File: src/rtl/uart_pkg.sv
// uart_pkg: definitions shared by the UART receive and transmit paths.
//   UART_DATA_BITS : payload bits per frame (8N1 framing)
//   rx_state_t     : receiver FSM state encoding
package uart_pkg;

  localparam int unsigned UART_DATA_BITS = 8;

  typedef enum logic [1:0] {
    IDLE  = 2'd0,
    START = 2'd1,
    DATA  = 2'd2,
    STOP  = 2'd3
  } rx_state_t;

endpackage

File: src/rtl/uart_rx_fifo.sv
// uart_rx_fifo: small synchronous FIFO holding received bytes.
//   clk, reset : clock, asynchronous active-high reset
//   push       : write push_data this cycle (accepted if not full, or if popping)
//   push_data  : byte to store
//   pop        : consume the head entry (ignored when empty)
//   rd_data    : registered head entry; holds its last value while empty, 0 after reset
//   empty      : no entries stored
//   full       : DEPTH entries stored
module uart_rx_fifo #(
  parameter int unsigned DEPTH = 4,
  parameter int unsigned WIDTH = 8
) (
  input  logic             clk,
  input  logic             reset,
  input  logic             push,
  input  logic [WIDTH-1:0] push_data,
  input  logic             pop,
  output logic [WIDTH-1:0] rd_data,
  output logic             empty,
  output logic             full
);

  localparam int unsigned AW = $clog2(DEPTH);
  localparam int unsigned CW = AW + 1;

  logic [WIDTH-1:0] mem [DEPTH];
  logic [AW-1:0]    wr_ptr_q, wr_ptr_d;
  logic [AW-1:0]    rd_ptr_q, rd_ptr_d;
  logic [CW-1:0]    count_q, count_d;
  logic [WIDTH-1:0] head_q, head_d;
  logic             do_push, do_pop;

  assign empty   = (count_q == '0);
  assign full    = (count_q == CW'(DEPTH));
  assign do_pop  = pop && !empty;
  // A full FIFO still accepts a write when the head leaves in the same cycle.
  assign do_push = push && (!full || do_pop);
  assign rd_data = head_q;

  always_comb begin
    wr_ptr_d = wr_ptr_q;
    rd_ptr_d = rd_ptr_q;
    count_d  = count_q;
    head_d   = head_q;
    if (do_push) wr_ptr_d = wr_ptr_q + AW'(1);
    if (do_pop)  rd_ptr_d = rd_ptr_q + AW'(1);
    case ({do_push, do_pop})
      2'b10:   count_d = count_q + CW'(1);
      2'b01:   count_d = count_q - CW'(1);
      default: count_d = count_q;
    endcase
    // The head register is loaded with whatever will sit at the read pointer;
    // a byte written into the slot that becomes the head bypasses memory.
    if (count_d != '0) begin
      if (do_push && (rd_ptr_d == wr_ptr_q)) head_d = push_data;
      else                                    head_d = mem[rd_ptr_d];
    end
  end

  always_ff @(posedge clk or posedge reset) begin
    if (reset) begin
      wr_ptr_q <= '0;
      rd_ptr_q <= '0;
      count_q  <= '0;
      head_q   <= '0;
    end else begin
      wr_ptr_q <= wr_ptr_d;
      rd_ptr_q <= rd_ptr_d;
      count_q  <= count_d;
      head_q   <= head_d;
    end
  end

  // Storage needs no reset: entries are only read once written.
  always_ff @(posedge clk) begin
    if (do_push) mem[wr_ptr_q] <= push_data;
  end

endmodule

File: src/rtl/uart_rx_ctrl.sv
// uart_rx_ctrl: UART receive controller.
// Synchronizes RXD, samples start/data/stop bits at mid-bit, validates the
// frame and pushes good bytes into a FIFO drained over a valid/ready handshake.
//   clk, reset : clock, asynchronous active-high reset
//   RXD        : serial input, idle high, asynchronous to clk
//   rx_data    : FIFO head byte (held when empty)
//   rx_valid   : FIFO non-empty
//   rx_ready   : consumer accepts the head byte this cycle
//   rx_busy    : frame in progress
//   frame_err  : one-cycle pulse, stop bit sampled low
//   overrun    : one-cycle pulse, good byte dropped because the FIFO was full
module uart_rx_ctrl
  import uart_pkg::*;
#(
  parameter int unsigned CLKS_PER_BIT = 16,
  parameter int unsigned FIFO_DEPTH   = 4
) (
  input  logic       clk,
  input  logic       reset,
  input  logic       RXD,
  output logic [7:0] rx_data,
  output logic       rx_valid,
  input  logic       rx_ready,
  output logic       rx_busy,
  output logic       frame_err,
  output logic       overrun
);

  localparam int unsigned CW = $clog2(CLKS_PER_BIT);
  localparam logic [CW-1:0] HALF_LAST = CW'(CLKS_PER_BIT / 2 - 1);
  localparam logic [CW-1:0] FULL_LAST = CW'(CLKS_PER_BIT - 1);

  // Two-flop synchronizer, reset to the idle line level.
  logic rxd_meta_q, rxs;

  always_ff @(posedge clk or posedge reset) begin
    if (reset) begin
      rxd_meta_q <= 1'b1;
      rxs        <= 1'b1;
    end else begin
      rxd_meta_q <= RXD;
      rxs        <= rxd_meta_q;
    end
  end

  rx_state_t                 state_q, state_d;
  logic [CW-1:0]             cnt_q, cnt_d;
  logic [2:0]                bit_idx_q, bit_idx_d;
  logic [UART_DATA_BITS-1:0] shreg_q, shreg_d;
  logic                      frame_err_q, frame_err_d;
  logic                      overrun_q, overrun_d;
  logic                      fifo_push, fifo_pop, fifo_empty, fifo_full;

  assign rx_valid  = !fifo_empty;
  assign fifo_pop  = rx_valid && rx_ready;
  assign rx_busy   = (state_q != IDLE);
  assign frame_err = frame_err_q;
  assign overrun   = overrun_q;

  always_comb begin
    state_d     = state_q;
    cnt_d       = cnt_q;
    bit_idx_d   = bit_idx_q;
    shreg_d     = shreg_q;
    frame_err_d = 1'b0;
    overrun_d   = 1'b0;
    fifo_push   = 1'b0;
    case (state_q)
      IDLE: begin
        if (!rxs) begin
          state_d = START;
          cnt_d   = '0;
        end
      end
      START: begin
        if (cnt_q == HALF_LAST) begin
          cnt_d = '0;
          if (!rxs) begin
            state_d   = DATA;
            bit_idx_d = 3'd0;
          end else begin
            // Line went back high before mid-bit: noise, not a start bit.
            state_d = IDLE;
          end
        end else begin
          cnt_d = cnt_q + CW'(1);
        end
      end
      DATA: begin
        if (cnt_q == FULL_LAST) begin
          cnt_d              = '0;
          shreg_d[bit_idx_q] = rxs;
          if (bit_idx_q == 3'd7) state_d = STOP;
          else                   bit_idx_d = bit_idx_q + 3'd1;
        end else begin
          cnt_d = cnt_q + CW'(1);
        end
      end
      STOP: begin
        if (cnt_q == FULL_LAST) begin
          // Leave at mid stop bit so a following start edge is caught at once.
          cnt_d   = '0;
          state_d = IDLE;
          if (rxs) begin
            if (!fifo_full || fifo_pop) fifo_push = 1'b1;
            else                        overrun_d = 1'b1;
          end else begin
            frame_err_d = 1'b1;
          end
        end else begin
          cnt_d = cnt_q + CW'(1);
        end
      end
      default: begin
        state_d = IDLE;
        cnt_d   = '0;
      end
    endcase
  end

  always_ff @(posedge clk or posedge reset) begin
    if (reset) begin
      state_q     <= IDLE;
      cnt_q       <= '0;
      bit_idx_q   <= 3'd0;
      shreg_q     <= '0;
      frame_err_q <= 1'b0;
      overrun_q   <= 1'b0;
    end else begin
      state_q     <= state_d;
      cnt_q       <= cnt_d;
      bit_idx_q   <= bit_idx_d;
      shreg_q     <= shreg_d;
      frame_err_q <= frame_err_d;
      overrun_q   <= overrun_d;
    end
  end

  // The byte pushed at the stop sample includes the final data bit, which was
  // captured into shreg_q a full bit period earlier.
  uart_rx_fifo #(
    .DEPTH (FIFO_DEPTH),
    .WIDTH (UART_DATA_BITS)
  ) u_fifo (
    .clk       (clk),
    .reset     (reset),
    .push      (fifo_push),
    .push_data (shreg_q),
    .pop       (fifo_pop),
    .rd_data   (rx_data),
    .empty     (fifo_empty),
    .full      (fifo_full)
  );

endmodule

File: config.mk
export PLATFORM = sky130hd
export DESIGN_NAME = uart_rx_ctrl
export DESIGN_NICKNAME = d
export VERILOG_FILES = /design/src/rtl/uart_pkg.sv /design/src/rtl/uart_rx_fifo.sv /design/src/rtl/uart_rx_ctrl.sv
export SDC_FILE = /design/constraint.sdc
export NUM_CORES = 1
export LEC_CHECK = 0
export ABC_CLOCK_PERIOD_IN_PS = 3170
export CAP_MARGIN = 5
export CELL_PAD_IN_SITES_DETAIL_PLACEMENT = 1
export CELL_PAD_IN_SITES_GLOBAL_PLACEMENT = 2
export CORE_ASPECT_RATIO = 1.1
export CORE_MARGIN = 1.5
export CORE_UTILIZATION = 39
export CTS_CLUSTER_DIAMETER = 30
export DETAILED_ROUTE_END_ITERATION = 10
export GPL_TIMING_DRIVEN = 0
export MAX_ROUTING_LAYER = met4
export PLACE_DENSITY_LB_ADDON = 0.1
export REMOVE_ABC_BUFFERS = 1
export SYNTH_ARGS = -nofsm -noshare
export SYNTH_HDL_FRONTEND = slang
export SYNTH_SLANG_ARGS = --single-unit
File: constraint.sdc
create_clock -name clk -period 3.17 [get_ports clk]
set_clock_uncertainty 0.2 [all_clocks]
set_input_delay 0.951 -clock clk [delete_from_list [all_inputs] [get_ports clk]]
set_output_delay 0.951 -clock clk [all_outputs]
set_load 0.005 [all_outputs]
==> results.md, run 1 <==
* Status: finished, violations left
* Violated checks: setup timing
* Cell with the most instances after synthesis: dfrtp_1
* Area growth syn-to-layout at 16.39%
* WS Path Type: in -> reg
* Io pins at 16
* Hold EP: rxs$_DFF_PP1_
* Max-slew violation count at 0
* Post-place setup slack at -1.678 ns
* Flop-to-flop setup slack at -0.12 ns
* Largest net degree at the start of global routing at 37
* Number of fill cells in the layout at about 900
* Syn_area_per_cell at 13.49 µm²
* MaxCap Viol Count at 0
* Seq pwr share at 40.5%
* Synth top area cells: edfxtp_1 28%, dfrtp_1 25%, mux4_1 7.6%, mux2i_1 4.0%, mux2_2 3.9%
* Async set-reset flop share out of synthesis at 52.94%
* Placer Congestion at around 0.73
* CTS buffer count at 9
* DR iter-0 viols at 78
* Relative slew slack at a little under two fifths
* Crit path time final at 3.450 ns
* R2R cell count at 13
* Top cell type's share of synthesized area at ~28%
* WP data arrival at about 3.5 ns
* Warning count from the yosys run at 0
* Total gr overflow at 0
* FMAX at 289.9 MHz
* Crit share post-route at 108.8%
* FF-to-FF End: u_fifo.rd_data[6]$_DFFE_PP0P_
* Number of inserted diodes at 0
* Area leader, netlist: edfxtp_1
* Final setup fails at 8
* Htree depth at 3
* DR pass1 iterations at 4
* Total track usage at 17.20%
* Die Wd at about 93 µm
* Final Core Density at 47.48%
* Post-DP HPWL at 4573 µm
* Top FF cell, synth: dfrtp_1
* Core box area at 0.008496 mm²
* Clk_lat worst skew at 0.34 ns
* Initial core utilization at about two fifths
* First-pass GRT wire length at around 12000 µm
* Actual slew at the worst max-slew pin at 0.9422 ns
* Worst setup SP type: input port
* LEAKAGE at ~1.6 nW
* Fraction of layout cells with a size suffix above 1 at 25.26%
* Via Count at 2094
* DRT antenna net count at 0
* Drt drc at 0
* Synth top cells by count: 34 x dfrtp_1, 32 x edfxtp_1, 23 x nand2_1
* CTS tree: yes
* Clock power share at 23.2%
* Worst vdd ir at approximately 0.30 mV
* Pwr/cell area at 817.9 mW/mm²
* Final worst slack at -0.2799 ns
* Final #Nets at 293
* # hold bufs at CTS at 0
* Synth cell types at between 50 and 60
* Gate power share at between 30% and 40%
* Routed WL at 7043 µm
* Clock sinks at 68
* Placed Instances at roughly 370
* Initial antenna violation count at 0
* Class of the worst hold path: reg -> reg
* Worst reg2reg startpoint: u_fifo.count_q[0]$_DFF_PP0_
* FF+latch count, synth at 68
* Cell area after layout at 0.004034 mm²
* Min-delay src: rxd_meta_q$_DFF_PP1_
* RSZ-0062 raised after global routing: yes
* Register area share after synthesis at ~54%
* Wire length per cell at about 18 µm
* Post-Place Cell Area at ~0.0037 mm²
* Mapped Cells at 257
* Worst-path clk slew at around 0.08 ns
* Die H at 101.9 µm
* Die ar. at 0.009462 mm²
* Post-synth EDFFs at 32
* Critical Path Fanout Max at 7
* Crit end category: flip-flop
* Reg area at 0.001864 mm²
* CTS root buffer: clkbuf_8
* Final Hold Fails at 0
* WP data required at 3.20 ns
* NetSw at 0.001133 W
* Clock tree buffer depth at 2
* Int Power at between 0.002 and 0.0025 W
* Cell Rows at 35
* Final std cells w/o fill at 396
* IO buf count at 15
* Vias in the first global route at 2239
* Mapped cell area at 0.003466 mm²
* Net switching fraction of the power at 34.34%
* Hold Path Depth at 0
* DR vias/cell at 5.288
* Multi-input logic area at 0.001515 mm²
-- cells in the final DEF (no fill, tap or decap), types with 3 or more instances in the layout --
cell,Yosys,final
inv_2,1,3
nand2b_1,3,3
clkbuf_8,2,9
a21oi_1,4,4
buf_8,0,3
clkdlybuf4s50_1,0,14
inv_1,15,13
buf_4,2,7
ha_1,8,7
nand2_1,23,17
o21ai_1,6,3
mux2i_1,14,13
mux2_2,12,12
and2_2,4,4
nor3_1,11,10
dfrtp_1,34,34
xnor2_1,3,3
o21ai_0,11,11
edfxtp_1,32,32
o21ai_2,0,3
nor2_1,5,5
nand3_1,7,7
mux4_1,10,10
nand2_2,0,5
-- worst max-delay path, stage by stage --
cell and delay [ns]:
buf_8 0.10, or4b_4 0.48, nor4b_4 0.15, inv_1 0.07
ha_2 0.18, inv_2 0.04, fa_2 0.34, xor2_2 0.16
o21a_1 0.21, nor4_4 0.30, buf_4 0.19, buf_8 0.14
nand2b_1 0.06, o31a_1 0.09
-- what timing repair did --
| action | 4_1_cts | 5_1_grt |
|---|---|---|
| endpoints found under the setup margin | 10 | 9 |
| setup buffers | 8 | 0 |
| gates resized for setup | 17 | 12 |
| pin swaps | 10 | 13 |
| cloned | 1 | 0 |
-- metrics by stage --
| step | TNS (ns) | total power (W) | hold WS, ns |
|---|---|---|---|
| after global placement | -16.73 | 0.002324 | 0.1460 |
| after CTS | -1.837 | 0.003285 | 0.1596 |
| after global routing | -2.573 | 0.003534 | 0.1664 |
| after detailed placement | -13.43 | 0.002377 | 0.1476 |
| final | -1.607 | 0.003299 | 0.1587 |
| after floorplan | -6.226 | 0.002018 | 0.1452 |
-- flip-flops by register name (all words and copies together), names as in the netlist, named ones only --
signal	flops
u_fifo.rd_data	8
u_fifo.mem	32
cnt_q	4
shreg_q	8
state_q	1
frame_err	1
u_fifo.wr_ptr_q	2
overrun	1
rxs	1
u_fifo.rd_ptr_q	2
bit_idx_q	3
u_fifo.count_q	3
rxd_meta_q	1
-- how the worst max path moves through the flow --
stage	slack, ns	cells past startpoint	from	endpoint
2_1_floorplan	-0.94	11	rx_ready	u_fifo.rd_data[2]$_DFFE_PP0P_
3_3_place_gp	-2.11	12	rx_ready	u_fifo.rd_data[2]$_DFFE_PP0P_
5_1_grt	-0.40	13	rx_ready	u_fifo.rd_data[2]$_DFFE_PP0P_
3_5_place_dp	-1.68	12	rx_ready	u_fifo.rd_data[2]$_DFFE_PP0P_
6_report	-0.28	14	rx_ready	u_fifo.rd_data[6]$_DFFE_PP0P_
4_1_cts	-0.35	13	rx_ready	u_fifo.rd_data[2]$_DFFE_PP0P_
-- power groups by stage --
stage	clock (W)	sequential, W	combinational (W)
2_1_floorplan	0	0.00128	0.000742
3_3_place_gp	0	0.00134	0.000983
3_5_place_dp	0	0.00135	0.00103
4_1_cts	0.000788	0.00133	0.00117
5_1_grt	0.000826	0.00138	0.00133
6_report	0.000766	0.00134	0.00120
-- cells by family (layout without fill, tap and decap cells) --
| logic type | count (synthesis) | in the layout | synth area share, % |
|---|---|---|---|
| AND/OR/NAND/NOR | 70 | 70 | 11.66 |
| flip-flops | 68 | 68 | 53.79 |
| multiplexers | 38 | 38 | 16.82 |
| AO/OA/AOI/OAI | 37 | 37 | 7.329 |
| buffers and inverters | 28 | 56 | 4.368 |
| adder cells (fa/ha/maj) | 9 | 9 | 3.466 |
| XOR/XNOR | 7 | 7 | 2.563 |
-- cell type report --
type,count,area share (%)
flip-flops and latches,68,46.22
inverters,16,1.489
multi-input cells,161,37.56
repair buffers,24,5.893
well taps,111,3.443
clock buffers,10,3.691
clock inverters,6,1.706
-- metal layers --
metal | share of wire, % | vias up | routed length, µm | GRT usage, %
li1 | - | 1007 | - | -
met1 | 46 | 1055 | 3242 | 21.36
met2 | 50 | 22 | 3546 | 28.24
met3 | 1.8 | 10 | 124 | 2.455
met4 | 1.8 | 0 | 129 | 7.343
met5 | 0 | - | 0 | -
Power figures use the tool's default switching activity.
==> run 2: changes to the inputs <==
Settings changed: SLEW_MARGIN from default to 20.
==> run 2 against run 1 <==
Net effect: the flow still finishes with violations (setup timing); clock power decreased by 10%; critical path depth decreased by 2; via count increased by 0.67%; routed wire length increased by 0.81%; final cell count increased by 1.0%; largest cell class unchanged; non-clock buffer count increased by 4; setup slack improved by 0.049 ns; sequential power about the same; sequential share of layout area decreased by 0.30 points; first-iteration DRC count increased by 10%.
==> results.md, run 2 (synthesis gave the netlist of run 1 again) <==
* Status: finished, violations left
* Violated checks: setup timing
* Pwr/cell area at 807.8 mW/mm² (-1.2%)
* Final setup fails at 8 (unchanged)
* CTS buffer count at 9 (unchanged)
* Clock power share at 21.0% (-2.2 points)
* Relative slew slack at 38.28% (+1.1 points)
* Drt drc at 0 (unchanged)
* Commonest non-fill, non-tap cell in the layout: dfrtp_1
* WP data required at 3.20 ns (about the same)
* Final Hold Fails at 0 (unchanged)
* Critical Path Fanout Max at 5 (-2)
* Worst vdd ir at 0.3130 mV (+3.9%)
* Cell Rows at 35 (unchanged)
* Core box area at 0.008496 mm² (unchanged)
* Wire length per cell at 17.75 µm (-0.20%)
* CP endpoint: u_fifo.rd_data[2]$_DFFE_PP0P_
* DRT antenna net count at 0 (unchanged)
* Htree depth at 3 (unchanged)
* Fraction of layout cells with a size suffix above 1 at 26.64% (+1.4 points)
* Initial antenna violation count at 0 (unchanged)
* RSZ-0062 raised after global routing: yes
* Worst-path clk slew at 0.07 ns (about the same)
* Die Wd at 92.88 µm (unchanged)
* Clk_lat worst skew at 0.34 ns (about the same)
* Actual slew at the worst max-slew pin at 0.9258 ns (-0.01641 ns)
* Gate power share at 38.4% (+2.1 points)
* Routed WL at 7100 µm (+0.81%)
* LEAKAGE at 1.650 nW (+0.52%)
* Flop-to-flop setup slack at -0.01 ns (+0.11 ns)
* Final Core Density at 47.79% (+0.31 points)
* Area growth syn-to-layout at 17.15%
* CTS root buffer: clkbuf_8
* Crit path from: rx_ready
* Crit end category: flip-flop
* Most frequent cells in the layout: 34 x dfrtp_1, 32 x edfxtp_1, 18 x nand2_1
* Number of inserted diodes at 0 (unchanged)
* Placer Congestion at 0.7252 (unchanged)
* NetSw at 0.001137 W (+0.32%)
* Max-slew violation count at 0 (unchanged)
* Post-DP HPWL at 4716 µm (+3.1%)
* Initial core utilization at 40.80% (unchanged)
* Int Power at 0.002143 W (-1.1%)
* Final worst slack at -0.2313 ns (+0.04854 ns)
* Final #Nets at 297 (+1.4%)
* Worst setup SP type: input port
* Clock tree buffer depth at 2 (unchanged)
* Total gr overflow at 0 (unchanged)
* WS Path Type: in -> reg
* FF-to-FF End: u_fifo.rd_data[2]$_DFFE_PP0P_
* R2R cell count at 11 (-2)
* CTS tree: yes
* Die ar. at 0.009462 mm² (unchanged)
* DR pass1 iterations at 4 (unchanged)
* WP data arrival at 3.43 ns (-0.05 ns)
* Crit share post-route at 107.3% (-1.5 points)
* DR vias/cell at 5.270 (-0.34%)
* Seq pwr share at 40.6% (about the same)
* Total track usage at 17.33% (+0.13 points)
* Vias in the first global route at 2302 (+2.8%)
* Clock sinks at 68 (unchanged)
* DR iter-0 viols at 86 (+10%)
* Largest net degree at the start of global routing at 25 (-32%)
* Net switching fraction of the power at 34.66% (+0.32 points)
* Largest register FFs at 32 (unchanged)
* Worst reg2reg startpoint: u_fifo.count_q[0]$_DFF_PP0_
* Die H at 101.9 µm (unchanged)
* IO buf count at 15 (unchanged)
* Io pins at 16 (unchanged)
* Crit path time final at 3.401 ns (-0.04854 ns)
* Number of fill cells in the layout at 896 (+0.90%)
* Top reg by flops: u_fifo.mem
* Post-place setup slack at -1.242 ns (+0.4359 ns)
* Final setup TNS at -1.330 ns (+0.2773 ns)
* # hold bufs at CTS at 0 (unchanged)
* MaxCap Viol Count at 0 (unchanged)
* Class of the worst hold path: reg -> reg
* FMAX at 294.0 MHz (+1.4%)
* Via Count at 2108 (+0.67%)
* First-pass GRT wire length at 11910 µm (+0.76%)
run 2: cell types whose count changed in the layout (fill, tap and decap cells not counted), sizes merged:
cell,before,now
buf,10,14
inv,18,16
bufinv,1,0
clkbuf,10,11
clkinv,2,3
clkinvlp,1,2
run 2: per-layer routing:
| metal | global-route usage, % | up-vias | part of all wire, % |
|---|---|---|---|
| met5 | - | - | 0 |
| li1 | - | 1008 | - |
| met1 | 20.47 | 1068 | 44 |
| met3 | 2.753 | 8 | 2.0 |
| met2 | 29.81 | 24 | 53 |
| met4 | 6.643 | 0 | 1.2 |
run 2: critical path, cell delays in order:
cell,delay (ns)
buf_8,0.09
or4b_4,0.53
nor4b_4,0.15
inv_1,0.07
ha_2,0.18
inv_2,0.04
fa_2,0.54
mux2i_4,0.08
nor4_4,0.27
buf_4,0.17
or2b_1,0.22
o211a_1,0.12
run 2: what timing repair did:
action / in CTS / in global routing
cloned: 1 / 0
hold endpoints to repair: 0 / 0
endpoints found under the setup margin: 10 / 8
buffers inserted: 9 / 3
gates resized for setup: 30 / 2
pin swaps: 11 / 2
run 2: layout make-up:
cell class	instances	area (µm²)	area share, %
timing repair buffer	28	276.5	6.810
sequential	68	1864	45.92
multi-input combinational	161	1524	37.53
clock buffer	11	162.7	4.006
tap	111	138.9	3.421
inverter	16	60.06	1.479
clock inverter	5	33.78	0.8321
run 2: worst min path at each step:
stage	startpoint	to	depth (start not counted)
after detailed placement	rxd_meta_q$_DFF_PP1_	rxs$_DFF_PP1_	0
after CTS	rxd_meta_q$_DFF_PP1_	rxs$_DFF_PP1_	0
after floorplan	rxd_meta_q$_DFF_PP1_	rxs$_DFF_PP1_	0
after global routing	rxd_meta_q$_DFF_PP1_	rxs$_DFF_PP1_	0
after global placement	rxd_meta_q$_DFF_PP1_	rxs$_DFF_PP1_	0
final	rxd_meta_q$_DFF_PP1_	rxs$_DFF_PP1_	0
run 2: through the flow:
stage               hold WS, ns  total power [W]  cells  cell area, µm²
floorplan                0.1452         0.002018    245            3374
global placement         0.1460         0.002324    371            3664
detailed placement       0.1476         0.002391    373            3700
CTS                      0.1592         0.003355    399            4070
global route             0.1661         0.003505    400            4060
finish                   0.1577         0.003280    400            4060
run 2: power groups by stage:
stage | sequential, W | combinational (W) | clock, W
final | 0.00133 | 0.00126 | 0.000688
after global placement | 0.00134 | 0.000983 | 0
after CTS | 0.00133 | 0.00131 | 0.000710
after global routing | 0.00137 | 0.00139 | 0.000747
after detailed placement | 0.00134 | 0.00105 | 0
after floorplan | 0.00128 | 0.000742 | 0
==> run 3: changes to the inputs <==
Settings changed: CTS_CLUSTER_SIZE from default to 10.
==> results of run 3 <==
No change in the layout: final DEF, timing and power equal those of run 2.
==> RTL edit 1, RTL diff (flow settings as in run 3) <==
Re-encode `rx_state_t` (4 states) as one-hot, 4 bits wide.
--- a/src/rtl/uart_pkg.sv
+++ b/src/rtl/uart_pkg.sv
@@ -5,11 +5,11 @@
 
   localparam int unsigned UART_DATA_BITS = 8;
 
-  typedef enum logic [1:0] {
-    IDLE  = 2'd0,
-    START = 2'd1,
-    DATA  = 2'd2,
-    STOP  = 2'd3
+  typedef enum logic [3:0] {
+    IDLE  = 4'b0001,
+    START = 4'b0010,
+    DATA  = 4'b0100,
+    STOP  = 4'b1000
   } rx_state_t;
 
 endpackage
Formal check against the unedited RTL: same outputs for any inputs over 10 cycles, from zero or initial values and one cycle with reset high; not proved beyond that.
==> RTL edit 1 against run 3 <==
- wire length up 5.0%
- total power down 18%
- worst setup slack worse by 0.073 ns
- design area down 0.43%
- sequential cell count up 2
- the run still ends with setup timing left
- sequential power down 9.8%
- area after synthesis down 1.2%
- global-route usage up 1.2 points
==> RTL edit 1: results (changes against run 3) <==
** Critical path
- Arrival @ worst endpoint :: 3.51 ns (was 3.43 ns)
- Critical path's largest stage delay :: 0.35 ns (was 0.54 ns)
- Slowest cell on the critical path :: nor4_4 (was fa_2)
- The worst reg2reg path depth is 12 (was 11).

** Power
- The combinational power share was 29.7% (was 38.4%).
- Leak :: 1.675 nW (was 1.650 nW)
- The part of the power in the clock network is 25.7% (was 21.0%).
- The peak ir drop on the vdd network came to 270.5 uV (was 313.0 uV).
- The power density of the placed cells was 667.0 mW/mm2 (was 807.8 mW/mm2).
- The switching power total came to 0.8772 mW (was 1.137 mW).

** Synthesis
- Share of the yosys chip area belonging to registers :: 55.92% (was 53.79%)
- Mean instance size in the synthesized netlist :: 13.49 um2 (about the same)
- The async set-or-reset flop fraction in the synthesized netlist came to 54.29% (was 52.94%).
- Synth area leaders :: edfxtp_1 (28%), dfrtp_1 (26%), mux4_2 (7.9%) (was edfxtp_1 (28%), dfrtp_1 (25%), mux4_1 (7.6%))
- The post-synthesis share of cell area spent on full adders, half adders and majority gates was 3.506% (was 3.466%).
- The area fraction in compound gates after synthesis is 7.085% (was 7.329%).
- Cell types with the highest counts after synthesis :: dfrtp_1 (35), edfxtp_1 (32), inv_1 (16) (was dfrtp_1 (34), edfxtp_1 (32), nand2_1 (23))

** Drt
- Detailed-routing wirelength on met1 :: 3335 um (was 3094 um)
- The detailed-route wire length per cell came to 18.77 um (was 17.75 um).
- The detailed-routed wire length on met2 is 3816 um (was 3773 um).
- The vias after detailed routing is 2145 (was 2108).
- DRC violation total after the first TritonRoute iteration :: 97 (was 86)

** Outcome
- Failing checks :: setup timing (unchanged)
- Result of the run: finished, violations left (unchanged).

** Global route
- GRT Resource Usage Total :: 18.57% (was 17.33%)
- The first-pass GRT wire length is 12430 um (was 11910 um).
- Number of global-route vias before repair :: 2353 (was 2302)
- The initial antenna violation count was 0 (unchanged).
- The pin count of the biggest net entering global routing was 30 (was 25).

** STA
- Setup_tns :: -2.313 ns (was -1.330 ns)
- The count of final setup violators is 8 (unchanged).
- Transition time at the pin with the least slew margin :: 0.8186 ns (was 0.9258 ns)
- Minimum setup slack in the final design :: -0.3040 ns (was -0.2313 ns)

** Layout
- Filler instances :: 859 (was 896)
- The footprint of the multi-input gates was 0.001453 mm2 (was 0.001524 mm2).
- Proportion of layout cells with a drive suffix above 1 :: 27.62% (was 26.64%)
- The final net count is 294 (was 297).

** Place
- Placer Congestion :: 0.7468 (was 0.7252)
- Number of cells after detailed placement :: 368 (was 373)
- The cell area after placement was 0.003680 mm2 (was 0.003700 mm2).
- The placed wire-length estimate after detailed placement was 5018 um (was 4716 um).

** Hold path
- The class of the tightest hold or removal check was reg -> reg (unchanged).
RTL edit 1: cell count changes in the layout (fill, tap and decap cells not counted), moves of 3 or more:
| cell | delta |
|---|---|
| o21ai_2 | -5 |
| nor3_1 | +4 |
| mux4_1 | -10 |
| nor2_1 | +5 |
| o21ai_0 | -5 |
| nand2_1 | -8 |
| a31oi_1 | +4 |
| mux4_2 | +10 |
| nand2_2 | -5 |
| mux2_2 | -3 |
| a221o_1 | +6 |
| buf_4 | +3 |
RTL edit 1: worst register-to-register path: cells and delay by family (launching register included):
family	cells	cell delay, ns
AO/OA/AOI/OAI	2	0.52
AND/OR/NAND/NOR	4	1.10
adder cells (fa/ha/maj)	2	0.49
buffers and inverters	3	0.30
flip-flops	1	0.50
XOR/XNOR	1	0.16
RTL edit 1: final timing paths:
| path | to | slack (ns) | start |
|---|---|---|---|
| min reg2reg | rxs | 0.16 | rxd_meta_q |
| max reg2reg | u_fifo.rd_data[6] | -0.21 | u_fifo.count_q[0] |
| min | rxs | 0.16 | rxd_meta_q |
| min in group asynchronous | u_fifo.rd_data[0] | 0.66 | reset |
| max | u_fifo.rd_data[6] | -0.30 | rx_ready |
| max in group asynchronous | state_q[0] | 1.59 | reset |
RTL edit 1: what timing repair did:
action	CTS	global route
endpoints found under the setup margin	11	9
pin swaps	10	12
resized for setup	22	3
buffers inserted	10	3
RTL edit 1: routing by layer:
layer	GRT usage, %	vias up
li1	-	1017
met1	21.14	1089
met2	31.56	28
met3	2.928	11
met4	9.822	0
met5	-	-
RTL edit 1: final cells by class:
class                   instances  area share, %
flip-flops and latches         70          47.42
multi-input cells             154          35.93
repair buffers                 30          7.119
well taps                     111          3.435
clock buffers                  11          3.250
inverters                      16          1.578
clock inverters                 5          1.269
==> RTL edit 2, RTL diff (settings of run 3) <==
Made on the original files. The parameter `CLKS_PER_BIT` goes from 16 to 32.
--- a/src/rtl/uart_rx_ctrl.sv
+++ b/src/rtl/uart_rx_ctrl.sv
@@ -12,7 +12,7 @@
 module uart_rx_ctrl
   import uart_pkg::*;
 #(
-  parameter int unsigned CLKS_PER_BIT = 16,
+  parameter int unsigned CLKS_PER_BIT = 32,
   parameter int unsigned FIFO_DEPTH   = 4
 ) (
   input  logic       clk,
Formal check against the unedited RTL: no difference found for any inputs over 10 cycles, from zero or initial values and one cycle with reset high; that may be too few to reach the edited logic, so the function may still have changed.
==> RTL edit 2 against run 3 <==
- the run still ends with setup timing left
- largest power group unchanged
- worst setup slack improved by 0.17 ns
- register-to-register slack better by 0.04 ns
- die area decreased by 0.45%
- total power decreased by 2.1%
- wire length up 5.8%
- design area is 0.37% higher
- critical endpoint is now u_fifo.rd_data[6]
- area after synthesis is 0.47% lower
- sequential cell count rose by 1
==> RTL edit 2: results (changes against run 3) <==
** Power
- Pwr/cell area :: 787.9 mW/mm2 (was 807.8 mW/mm2)
- Worst ir drop on vdd :: 297.1 uV (was 313.0 uV)
- The switching power total was 1.096 mW (was 1.137 mW).

** Critical path
- Worst r2r src :: cnt_q[0] (was u_fifo.count_q[0])
- The worst setup slack for register-to-register paths was 0.03 ns (was -0.01 ns).
- The reg-to-reg critical path endpoint is u_fifo.rd_data[6] (was u_fifo.rd_data[2]).
- The highest fanout seen on the critical path came to 8 (was 5).
- The data arrival time of the critical path came to 3.27 ns (was 3.43 ns).

** STA
- Worst max-slew margin expressed relative to the limit :: 44.60% (was 38.28%)
- The count of final setup violators came to 8 (unchanged).
- Minimum setup slack in the final design :: -0.06300 ns (was -0.2313 ns)

** Synthesis
- The post-synthesis share of cell area spent on full adders, half adders and majority gates is 4.570% (was 3.466%).
- The number of distinct library cells after synthesis is 56 (was 57).
- The area fraction in compound gates after synthesis is 9.467% (was 7.329%).
- The mux cell area share after synthesis came to 12.15% (was 16.82%).
- Share of the yosys chip area belonging to registers :: 54.77% (was 53.79%)

** Layout
- The clock-cell share of area is 4.483% (was 4.838%).
- The multi-input gate count was 169 (was 161).
- Filler instances :: 893 (was 896)
- Buffering overhead :: 6.048% (was 6.810%)
- Layout Nets :: 310 (was 297)
- Flip-flop and latch area :: 0.001891 mm2 (was 0.001864 mm2)
- The footprint of the multi-input gates was 0.001538 mm2 (was 0.001524 mm2).

** Global route
- The total routing resource utilization after global routing is 18.53% (was 17.33%).
- Number of global-route vias before repair :: 2333 (was 2302)
- Wire length of the first global-routing pass :: 12290 um (was 11910 um)
- Maximum number of pins on one net before global-route repair :: 29 (was 25)

** Outcome
- Result of the run: finished, violations left (unchanged).
- Failing checks: setup timing (unchanged).

** Drt
- Detail-routed net length per standard cell :: 18.31 um (was 17.75 um)
- DR vias :: 2182 (was 2108)
- DRC violation total after the first TritonRoute iteration :: 59 (was 86)

** Die
- The area of the die came to 0.009419 mm2 (was 0.009462 mm2).
RTL edit 2: through the flow:
stage	setup WS (ns)	instances	instance area, um2	utilization, %	setup TNS [ns]
after floorplan	-0.4622	258	3371	-	-3.128
after global placement	-1.449	384	3660	43.08	-11.73
after detailed placement	-1.475	385	3680	43.31	-12.23
after CTS	-0.2080	409	4026	47.39	-1.468
after global routing	-0.1376	410	4075	47.97	-1.003
final	-0.06300	410	4075	47.97	-0.4079
RTL edit 2: critical path, cell delays in order:
cell and delay, ns:
buf_8 0.09, or4b_4 0.49, nor2b_4 0.15, inv_2 0.07, ha_4 0.14, inv_2 0.04
fa_2 0.35, xor2_2 0.17, or3_4 0.39, nand3_4 0.19, o21ai_2 0.07, o22a_1 0.16
RTL edit 2: per-layer routing:
layer / vias up / GRT usage (%) / wire (um)
met5: - / - / 0
met4: 0 / 6.993 / 92
met3: 9 / 3.904 / 160
met2: 20 / 31.67 / 3952
met1: 1116 / 21.52 / 3302
li1: 1037 / - / -
